File: config.mk
export PLATFORM = sky130hd
export DESIGN_NAME = inst_fetch
export DESIGN_NICKNAME = d
export VERILOG_FILES = /design/src/rtl/cpu_pkg.sv /design/src/rtl/fetch_fifo.sv /design/src/rtl/inst_fetch.sv
export SDC_FILE = /design/constraint.sdc
export NUM_CORES = 1
export LEC_CHECK = 0
export ABC_AREA = 1
export CORE_UTILIZATION = 45
export CTS_CLUSTER_DIAMETER = 60
export DETAILED_ROUTE_END_ITERATION = 12
export PLACE_DENSITY_LB_ADDON = 0.05
export SLEW_MARGIN = 40
export SYNTH_ARGS = -nofsm -noshare
export SYNTH_HDL_FRONTEND = slang
export SYNTH_SLANG_ARGS = --single-unit
File: constraint.sdc
create_clock -name clk_i -period 10.7 [get_ports clk_i]
set_input_delay 2.14 -clock clk_i [delete_from_list [all_inputs] [get_ports clk_i]]
set_output_delay 2.14 -clock clk_i [all_outputs]
set_load 0.1 [all_outputs]
File: src/rtl/cpu_pkg.sv
// Shared CPU front-end definitions: fetch FSM states, instruction/PC widths,
// default NOP encoding and the fetch buffer entry layout.
package cpu_pkg;

  localparam int INST_W = 32;
  localparam int PC_W   = 64;

  // addi x0, x0, 0
  localparam logic [INST_W-1:0] NOP_INST_DEF = 32'h00000013;

  // REQ: may issue, WAIT: one request outstanding, DROP: outstanding response is stale
  typedef enum logic [1:0] {
    FS_REQ  = 2'd0,
    FS_WAIT = 2'd1,
    FS_DROP = 2'd2
  } fetch_state_e;

  typedef struct packed {
    logic [PC_W-1:0]   pc;
    logic [INST_W-1:0] inst;
  } fetch_entry_t;

  // Bits needed to hold an occupancy value in 0..depth
  function automatic int cnt_w(input int depth);
    return $clog2(depth + 1);
  endfunction

endpackage

File: src/rtl/fetch_fifo.sv
// Small power-of-two FIFO holding fetched {pc, inst} entries.
// clear wins over push/pop; push on full is only taken with a same-cycle pop.
module fetch_fifo
  import cpu_pkg::*;
#(
  parameter int DEPTH = 2,
  parameter int WIDTH = $bits(fetch_entry_t),
  localparam int CW   = cnt_w(DEPTH),
  localparam int AW   = (DEPTH > 1) ? $clog2(DEPTH) : 1
) (
  input  logic             i_clk,
  input  logic             i_rst_n,
  input  logic             i_push,
  input  logic             i_pop,
  input  logic             i_clr,
  input  logic [WIDTH-1:0] i_wdata,
  output logic [WIDTH-1:0] o_rdata,
  output logic             o_full,
  output logic             o_empty,
  output logic [CW-1:0]    o_count
);

  logic [WIDTH-1:0] r_mem [DEPTH];
  logic [AW-1:0]    r_wptr;
  logic [AW-1:0]    r_rptr;
  logic [CW-1:0]    r_count;
  logic             w_push;
  logic             w_pop;

  assign o_full  = (r_count == CW'(DEPTH));
  assign o_empty = (r_count == '0);
  assign o_count = r_count;
  assign o_rdata = r_mem[r_rptr];

  // a full FIFO only takes a push when the head leaves in the same cycle
  assign w_pop  = i_pop & ~o_empty;
  assign w_push = i_push & (~o_full | w_pop);

  // pointers and occupancy; power-of-two depth makes pointer wrap free
  always_ff @(posedge i_clk) begin
    if (!i_rst_n || i_clr) begin
      r_wptr  <= '0;
      r_rptr  <= '0;
      r_count <= '0;
    end else begin
      if (w_push) r_wptr <= r_wptr + AW'(1);
      if (w_pop)  r_rptr <= r_rptr + AW'(1);
      r_count <= r_count + CW'(w_push) - CW'(w_pop);
    end
  end

  // storage write; contents need no reset since occupancy guards reads
  always_ff @(posedge i_clk) begin
    if (w_push && !i_clr) r_mem[r_wptr] <= i_wdata;
  end

endmodule

File: src/rtl/inst_fetch.sv
// Instruction fetch stage: issues one instruction-memory request at a time,
// buffers responses tagged with their PC, and hands them to decode.
// flush discards both buffered entries and any request still in flight.
module inst_fetch
  import cpu_pkg::*;
#(
  parameter int                 FIFO_DEPTH = 2,
  parameter logic [INST_W-1:0]  NOP_INST   = NOP_INST_DEF
) (
  input  logic              clk_i,
  input  logic              rst_n_i,
  input  logic [PC_W-1:0]   pc_i,
  output logic              pc_stall_o,
  input  logic              flush_i,
  output logic              imem_req_valid_o,
  output logic [PC_W-1:0]   imem_req_addr_o,
  input  logic              imem_req_ready_i,
  input  logic              imem_rsp_valid_i,
  input  logic [INST_W-1:0] imem_rsp_data_i,
  output logic              id_valid_o,
  output logic [INST_W-1:0] id_inst_o,
  output logic [PC_W-1:0]   id_pc_o,
  input  logic              id_ready_i
);

  localparam int CW = cnt_w(FIFO_DEPTH);

  fetch_state_e     r_state;
  fetch_state_e     w_state_nxt;
  logic [PC_W-1:0]  r_req_pc;

  logic             w_req_valid;
  logic             w_accept;
  logic             w_push;
  logic             w_pop;
  logic             w_full;
  logic             w_empty;
  logic [CW-1:0]    w_count;
  fetch_entry_t     w_head;
  fetch_entry_t     w_wentry;

  // Issue only when a buffer slot is guaranteed for the response; since at
  // most one request is in flight, a free slot now is still free on return.
  assign w_req_valid = rst_n_i & (r_state == FS_REQ) & ~w_full & ~flush_i;
  assign w_accept    = w_req_valid & imem_req_ready_i;
  assign w_push      = (r_state == FS_WAIT) & imem_rsp_valid_i & ~flush_i;
  assign w_pop       = rst_n_i & (w_count != '0) & id_ready_i & ~flush_i;

  assign w_wentry.pc   = r_req_pc;
  assign w_wentry.inst = imem_rsp_data_i;

  assign imem_req_valid_o = w_req_valid;
  assign imem_req_addr_o  = pc_i;
  // PC moves once per accepted request and on every redirect
  assign pc_stall_o       = ~rst_n_i | (~w_accept & ~flush_i);

  assign id_valid_o = rst_n_i & (w_count != '0);
  assign id_inst_o  = (~rst_n_i | w_empty) ? NOP_INST    : w_head.inst;
  assign id_pc_o    = (~rst_n_i | w_empty) ? {PC_W{1'b0}} : w_head.pc;

  fetch_fifo #(
    .DEPTH (FIFO_DEPTH),
    .WIDTH ($bits(fetch_entry_t))
  ) u_fifo (
    .i_clk   (clk_i),
    .i_rst_n (rst_n_i),
    .i_push  (w_push),
    .i_pop   (w_pop),
    .i_clr   (flush_i),
    .i_wdata (w_wentry),
    .o_rdata (w_head),
    .o_full  (w_full),
    .o_empty (w_empty),
    .o_count (w_count)
  );

  // next-state: track the single outstanding request and whether it is stale
  always_comb begin
    w_state_nxt = r_state;
    case (r_state)
      FS_REQ:  if (w_accept) w_state_nxt = FS_WAIT;
      FS_WAIT: begin
        if (flush_i)               w_state_nxt = imem_rsp_valid_i ? FS_REQ : FS_DROP;
        else if (imem_rsp_valid_i) w_state_nxt = FS_REQ;
      end
      // the stale response is consumed whenever it shows up; a further
      // flush while waiting for it just keeps us here
      FS_DROP: if (imem_rsp_valid_i) w_state_nxt = FS_REQ;
      default: w_state_nxt = FS_REQ;
    endcase
  end

  // state register; reset forgets any request in flight
  always_ff @(posedge clk_i) begin
    if (!rst_n_i) r_state <= FS_REQ;
    else          r_state <= w_state_nxt;
  end

  // PC of the outstanding request, used to tag its response
  always_ff @(posedge clk_i) begin
    if (!rst_n_i)      r_req_pc <= '0;
    else if (w_accept) r_req_pc <= pc_i;
  end

endmodule

==> results of run 1 <==
-- metrics by stage --
stage	instance area [um2]	worst slack (ns)	power, mW
after CTS	13200	4.29	2.21
final	13200	4.29	2.18
after global routing	13200	4.14	2.26
after global placement	13200	3.61	1.36
after detailed placement	12400	4.30	1.35
after floorplan	10800	3.59	1.30
-- cells in the mapped netlist, drive strengths merged --
library cell,number,share of area [%]
buf,91,6.4
o211ai,3,0.21
nand2,110,3.8
o21ai,65,3.0
a21oi,8,0.41
ha,1,0.12
clkbuf,15,0.52
nand3,5,0.28
mux2,93,9.7
nand4,2,0.12
nor3,1,0.046
nor4,1,0.058
nor2,133,4.9
dfxtp,71,13
edfxtp,192,53
inv,113,3.9
-- report_power, final --
part           switching [mW]  leakage (nW)  internal [mW]
clock network           0.367         0.398          0.483
registers             0.00979          2.42           1.11
logic                   0.151          2.98         0.0582
total                   0.528          5.80           1.65
-- path summary, 6_finish.rpt --
kind	startpoint	cells past startpoint	slack [ns]	to
min reg2reg	r_state[1]	1	0.41	r_state[0]
max reg2reg	r_state[1]	6	8.39	u_fifo.r_mem[1][40]
max	rst_n_i	8	4.29	id_inst_o[30]
min	r_state[1]	1	0.41	r_state[0]
-- flip-flops by register name, indices dropped and copies added (netlist names), named ones only --
name and count:
u_fifo.r_mem 192, r_state 2, u_fifo.r_rptr 1, u_fifo.o_count 2, r_req_pc 64, u_fifo.r_wptr 1
-- per-layer routing --
metal | vias to the layer above | wire length [um]
met2 | 187 | 10100
met4 | 0 | 482
met1 | 3067 | 9470
met3 | 36 | 1260
met5 | - | 0
li1 | 3334 | -
-- critical path: cells and delay by family --
family | cells | cell delay, ns
compound gates | 1 | 0.14
buf+inv | 6 | 1.68
simple gates | 1 | 0.13
-- cell type report --
cell class	count	area [um2]
Fill cell	2051	10300
Clock inverter	13	60.1
Timing Repair Buffer	273	1910
Multi-Input combinational cell	422	2460
Inverter	113	427
Tap cell	319	399
Sequential cell	263	7190
Clock buffer	37	743
-- kinds of logic after synthesis --
kind of cell             Yosys count  share of synthesized area (%)
multiplexers                      93                           9.70
buffers and inverters            219                           10.8
flip-flops                       263                           66.6
adder cells (fa/ha/maj)            1                          0.116
AO/OA/AOI/OAI                     76                           3.63
AND/OR/NAND/NOR                  252                           9.20
-- cell usage in the layout, fill, tap and decap left out, types with 2 or more instances in the layout --
cell type,Yosys,final
sky130_fd_sc_hd__o21ai_0,14,14
sky130_fd_sc_hd__edfxtp_1,192,192
sky130_fd_sc_hd__dfxtp_1,71,70
sky130_fd_sc_hd__clkbuf_16,0,27
sky130_fd_sc_hd__mux2_2,93,93
sky130_fd_sc_hd__nand4_1,2,2
sky130_fd_sc_hd__buf_4,65,5
sky130_fd_sc_hd__nand3_1,4,4
sky130_fd_sc_hd__a21oi_1,7,7
sky130_fd_sc_hd__o21ai_1,51,51
sky130_fd_sc_hd__inv_2,4,4
sky130_fd_sc_hd__clkdlybuf4s50_1,0,100
sky130_fd_sc_hd__clkbuf_1,15,7
sky130_fd_sc_hd__clkbuf_8,0,3
sky130_fd_sc_hd__inv_1,109,108
sky130_fd_sc_hd__nor2_2,10,10
sky130_fd_sc_hd__nand2_1,109,109
sky130_fd_sc_hd__clkinv_1,0,7
sky130_fd_sc_hd__buf_2,15,164
sky130_fd_sc_hd__o211ai_1,3,3
sky130_fd_sc_hd__buf_6,11,3
sky130_fd_sc_hd__nor2_1,123,122
sky130_fd_sc_hd__clkinv_2,0,5
==> metrics.sh, run 1 <==
OUTCOME='completed'
MAX_CLOCK_FREQ_MHz=156
CTSHTREEMAXLEVEL=1
SYNTH.CELL_AREA_UM2=10800
SLEW_HEADROOM_PCT=48.3
USE_MET1_PCT=21.7
WORST-SETUP-PATH-TYPE='primary input to output pin'
WORSTPATHREQUIRED_NS=8.56
TIMING.CRITICAL_PATH.ARRIVAL_NS=4.27
CTS_ROOT_BUF='sky130_fd_sc_hd__clkbuf_16'
ANTENNA_VIOLATIONS_BEFORE_REPAIR=0
DRIVE_GT1_SHARE_PCT=28.7
VIAS=6624
NUMBER_OF_NETS_IN_THE_LAYOUT=1203
ROUTE.DETAILED.VIAS_PER_INST=4.60
DETAIL_ROUTE.WIRELENGTH_UM=21400
POST-DP-HPWL_UM=12900
FINAL_ANTENNA_NET_COUNT=0
GLOBAL_ROUTE.USAGE.MET3_PCT=3.41
GRT_FIRST_PASS_WIRELENGTH_UM=32500
GRT_SETUP_UNREPAIRED='no'
CHIPWIDTH_UM=157
CRITICAL_PATH.CELL_CHAIN='buf_2 > buf_4 > inv_2 > a21oi_4 > buf_4 > nand2_1 > inv_1 > buf_2'
SYNTH_AREA_PER_CELL_UM2=11.9
POWER.LEAKAGE_nW=5.80
INITIAL_UTILIZATION_PCT=46.0
SYNTH.LIB_CELLS_USED.DISTINCT=24
GRTUSAGETOTAL_PCT=17.1
LAYER_WITH_THE_HIGHEST_USAGE_AFTER_GLOBAL_ROUTING='met2'
WORST_IR_DROP_VDD_mV=0.0985
HOLD-WORST-SLACK_NS=0.413
CTS.REPORTEDPATHS.CLKPINSLEW_NS=0.06
POSTCTSSETUPREPAIRBUFS=0
SYNTH_SEQ_CELLS=263
PLACEDCELLCOUNT=1390
ANTENNADIODECOUNT=0
FINAL_MIN_PERIOD_OVER_CLOCK_PERIOD_PCT=59.9
FIRSTDRTPASSITERS=4
CLOCK_SINK_COUNT=263
LAYOUT.CELLS.NON_FILLER=1440
SYNTH-WARNING-COUNT=0
TRITONCTS.NUM_BUFFERS=27
GRT_REMAINING_OVERFLOW=0
FINAL-HOLD-VIOLATION-COUNT=0
IO-PIN-COUNT=265
CTS-ROOT-TO-SINK-BUFFERS=3
POSTSYNTHNETCOUNT=1007
WIRE_PER_INST_UM=14.8
GRT_MAX_DEGREE=71
REPORT.FINAL.SLEW_VIOL_COUNT=0
FINAL_WTD_CONGESTION=0.709
SYNTH_SEQ_AREA_SHARE_PCT=66.6
CP_SLOWEST_STAGE_DELAY_NS=0.51
AREA_DELTA_SYNTH_FINAL_PCT=22.1
DESIGN.DIE.AREA_UM2=24600
CRITICAL_PATH.SLOWEST_CELL='sky130_fd_sc_hd__buf_4'
PERIOD_MINUS_SLACK_NS=6.41
WORSTMARGINPINSLEW_NS=0.776
SYN-INSTANCE-COUNT=904
CRIT_PATH_END_KIND='output pin'
SETUP_VIOL=0
CTS_HOLD_BUF=0
FP_ROWS=56
CHIPHEIGHT_UM=157
DRC=0
TOTALNEGATIVESETUPSLACK_NS=0
FIN_UTIL_PCT=56.2
CORE-AREA_UM2=23500
TRITONCTS='built'
MAXCAPVIOLATIONS=0
NUMPORTBUFFERS=264
DRT-INITIAL-DRC-COUNT=252
GRT_PASS1_VIAS=6239
CP-START-KIND='primary input'
MIN_PATH_TYPE='register to register'
POWERDENSITY_nW_PER_UM2=165
CP_MAX_FO=68
CLOCK_INSERTION_DELAY_WORST_SKEW_NS=0.53
TIMING.CLOCK.SKEW_NS=0.0118
GR-USAGE-MET2_PCT=29.6
NUMBER_OF_INSTANCES_RESIZED_DURING_POST_CTS_REPAIR=0
(Power assumes the default switching activity.)
==> run 2, diff against run 1 <==
==> constraint.sdc (replaced) <==
create_clock -name clk_i -period 5.9 [get_ports clk_i]
set_input_delay 1.18 -clock clk_i [delete_from_list [all_inputs] [get_ports clk_i]]
set_output_delay 1.18 -clock clk_i [all_outputs]
set_load 0.1 [all_outputs]
==> metrics.sh, run 2 (synthesis results as in run 1) <==
CTSHTREEMAXLEVEL=1
POSTCTSSETUPREPAIRBUFS=0
FINAL_ANTENNA_NET_COUNT=0
ANTENNA_VIOLATIONS_BEFORE_REPAIR=0
CORE-AREA_UM2=23500
DETAIL_ROUTE.WIRELENGTH_UM=21300
DRT-INITIAL-DRC-COUNT=222
WORSTPATHREQUIRED_NS=4.72
TOTALNEGATIVESETUPSLACK_NS=0
CTS_ROOT_BUF='sky130_fd_sc_hd__clkbuf_16'
FILLER_CELL_COUNT=2056
BIGGESTREGSBYFLOPS='u_fifo.r_mem (192), r_req_pc (64)'
FINAL_WTD_CONGESTION=0.717
DRIVE_GT1_SHARE_PCT=30.0
DRC=0
AREA_DELTA_SYNTH_FINAL_PCT=27.0
NUMPORTBUFFERS=264
LARGEST_REGISTER='u_fifo.r_mem'
MULTI_INPUT_COMBINATIONAL_CELL_AREA_UM2=2460
MIN_PATH_TYPE='register to register'
GRT_REMAINING_OVERFLOW=0
ANTENNADIODECOUNT=0
CTS.REPORTEDPATHS.CLKPINSLEW_NS=0.06
OUTCOME='completed'
GRT_FIRST_PASS_WIRELENGTH_UM=32800
CHIPHEIGHT_UM=157
CLOCK_SINK_COUNT=263
WORSTMARGINPINSLEW_NS=0.790
MOST_COMMON_CELL_AFTER_LAYOUT_FILL_AND_TAPS_ASIDE='sky130_fd_sc_hd__edfxtp_1'
IO-PIN-COUNT=265
CP-START-KIND='primary input'
TIMING.CLOCK.SKEW_NS=0.00819
FINAL-HOLD-VIOLATION-COUNT=0
POWERDENSITY_nW_PER_UM2=319
TRITONCTS.NUM_BUFFERS=28
WORST_IR_DROP_VDD_mV=0.217
PERIOD_MINUS_SLACK_NS=4.47
NUMBER_OF_NETS_IN_THE_LAYOUT=1206
MAX_CLOCK_FREQ_MHz=224
MAXCAPVIOLATIONS=0
CTS_HOLD_BUF=0
LARGEST_REGISTER_FFS=192
ROUTE.DETAILED.VIAS_PER_INST=4.59
VIAS=6630
WIRE_PER_INST_UM=14.7
POST-DP-HPWL_UM=12900
LAYOUT.CELLS.MOST_COMMON_LIST='192 x sky130_fd_sc_hd__edfxtp_1, 122 x sky130_fd_sc_hd__nor2_1, 109 x sky130_fd_sc_hd__nand2_1'
TOTAL_POWER_mW=4.38
CTS-ROOT-TO-SINK-BUFFERS=3
AREA_TAKEN_BY_FLIP_FLOPS_AND_LATCHES_UM2=7190
WORST-SETUP-PATH-TYPE='primary input to output pin'
GRT_MAX_DEGREE=67
REPORT.FINAL.SLEW_VIOL_COUNT=0
GRT_SETUP_UNREPAIRED='no'
CP_MAX_FO=53
NUMBER_OF_INSTANCES_RESIZED_DURING_POST_CTS_REPAIR=0
LAYOUT.CELLS.NON_FILLER=1444
SETUP_VIOL=0
PLACEDCELLCOUNT=1391
GRTUSAGETOTAL_PCT=17.2
FIRSTDRTPASSITERS=4
CLOCK_INSERTION_DELAY_WORST_SKEW_NS=0.52
SLEW_HEADROOM_PCT=47.3
FINAL_MIN_PERIOD_OVER_CLOCK_PERIOD_PCT=75.8
CHIPWIDTH_UM=157
DESIGN.DIE.AREA_UM2=24600
INITIAL_UTILIZATION_PCT=46.0
CRIT_PATH_END_KIND='output pin'
GRT_PASS1_VIAS=6350
TIMING.CRITICAL_PATH.ARRIVAL_NS=3.29
TRITONCTS='built'
FP_ROWS=56
POWER.LEAKAGE_nW=5.93
==> run 2: routing by layer <==
| layer | global-route usage [%] | wire length, um | part of all wire (%) | up-vias |
|---|---|---|---|---|
| met5 | 0 | 0 | 0 | - |
| met4 | 4.20 | 320 | 1.5 | 0 |
| met3 | 3.25 | 1260 | 5.9 | 27 |
| met2 | 30.5 | 10300 | 49 | 183 |
| met1 | 21.5 | 9340 | 44 | 3082 |
| li1 | - | - | - | 3338 |
==> run 2: power breakdown <==
| part | switching [mW] | total [mW] | internal (mW) |
|---|---|---|---|
| logic | 0.274 | 0.381 | 0.108 |
| registers | 0.0175 | 2.03 | 2.01 |
| clock network | 0.699 | 1.97 | 1.27 |
==> run 2: final timing paths <==
path,from,to,slack (ns),cells past startpoint
max reg2reg,u_fifo.o_count[0],u_fifo.o_count[1],3.55,10
min,r_state[1],r_state[0],0.41,1
min reg2reg,r_state[1],r_state[0],0.41,1
max,rst_n_i,id_pc_o[33],1.43,7
==> run 2: stage by stage <==
| step | worst slack (ns) | area [um2] | utilization (%) | hold slack [ns] |
|---|---|---|---|---|
| 4_1_cts | 1.34 | 13700 | 58.3 | 0.416 |
| 6_report | 1.43 | 13700 | 58.4 | 0.415 |
| 3_5_place_dp | 1.35 | 12600 | 53.8 | 0.407 |
| 3_3_place_gp | 1.26 | 13000 | 55.4 | 0.404 |
| 5_1_grt | 1.16 | 13700 | 58.4 | 0.448 |
| 2_1_floorplan | 1.36 | 10800 | - | 0.389 |
==> run 2: final cells by class <==
| class | count | area share, % |
|---|---|---|
| Clock inverter | 21 | 2.33 |
| Timing Repair Buffer | 275 | 15.8 |
| Clock buffer | 31 | 5.49 |
| Sequential cell | 263 | 52.4 |
| Tap cell | 319 | 2.91 |
| Inverter | 113 | 3.11 |
| Multi-Input combinational cell | 422 | 17.9 |
==> run 2: critical path: stages <==
cell,delay (ns)
sky130_fd_sc_hd__buf_2,0.50
sky130_fd_sc_hd__inv_2,0.12
sky130_fd_sc_hd__a21oi_4,0.37
sky130_fd_sc_hd__buf_4,0.59
sky130_fd_sc_hd__nand2_1,0.14
sky130_fd_sc_hd__inv_1,0.08
sky130_fd_sc_hd__buf_4,0.28
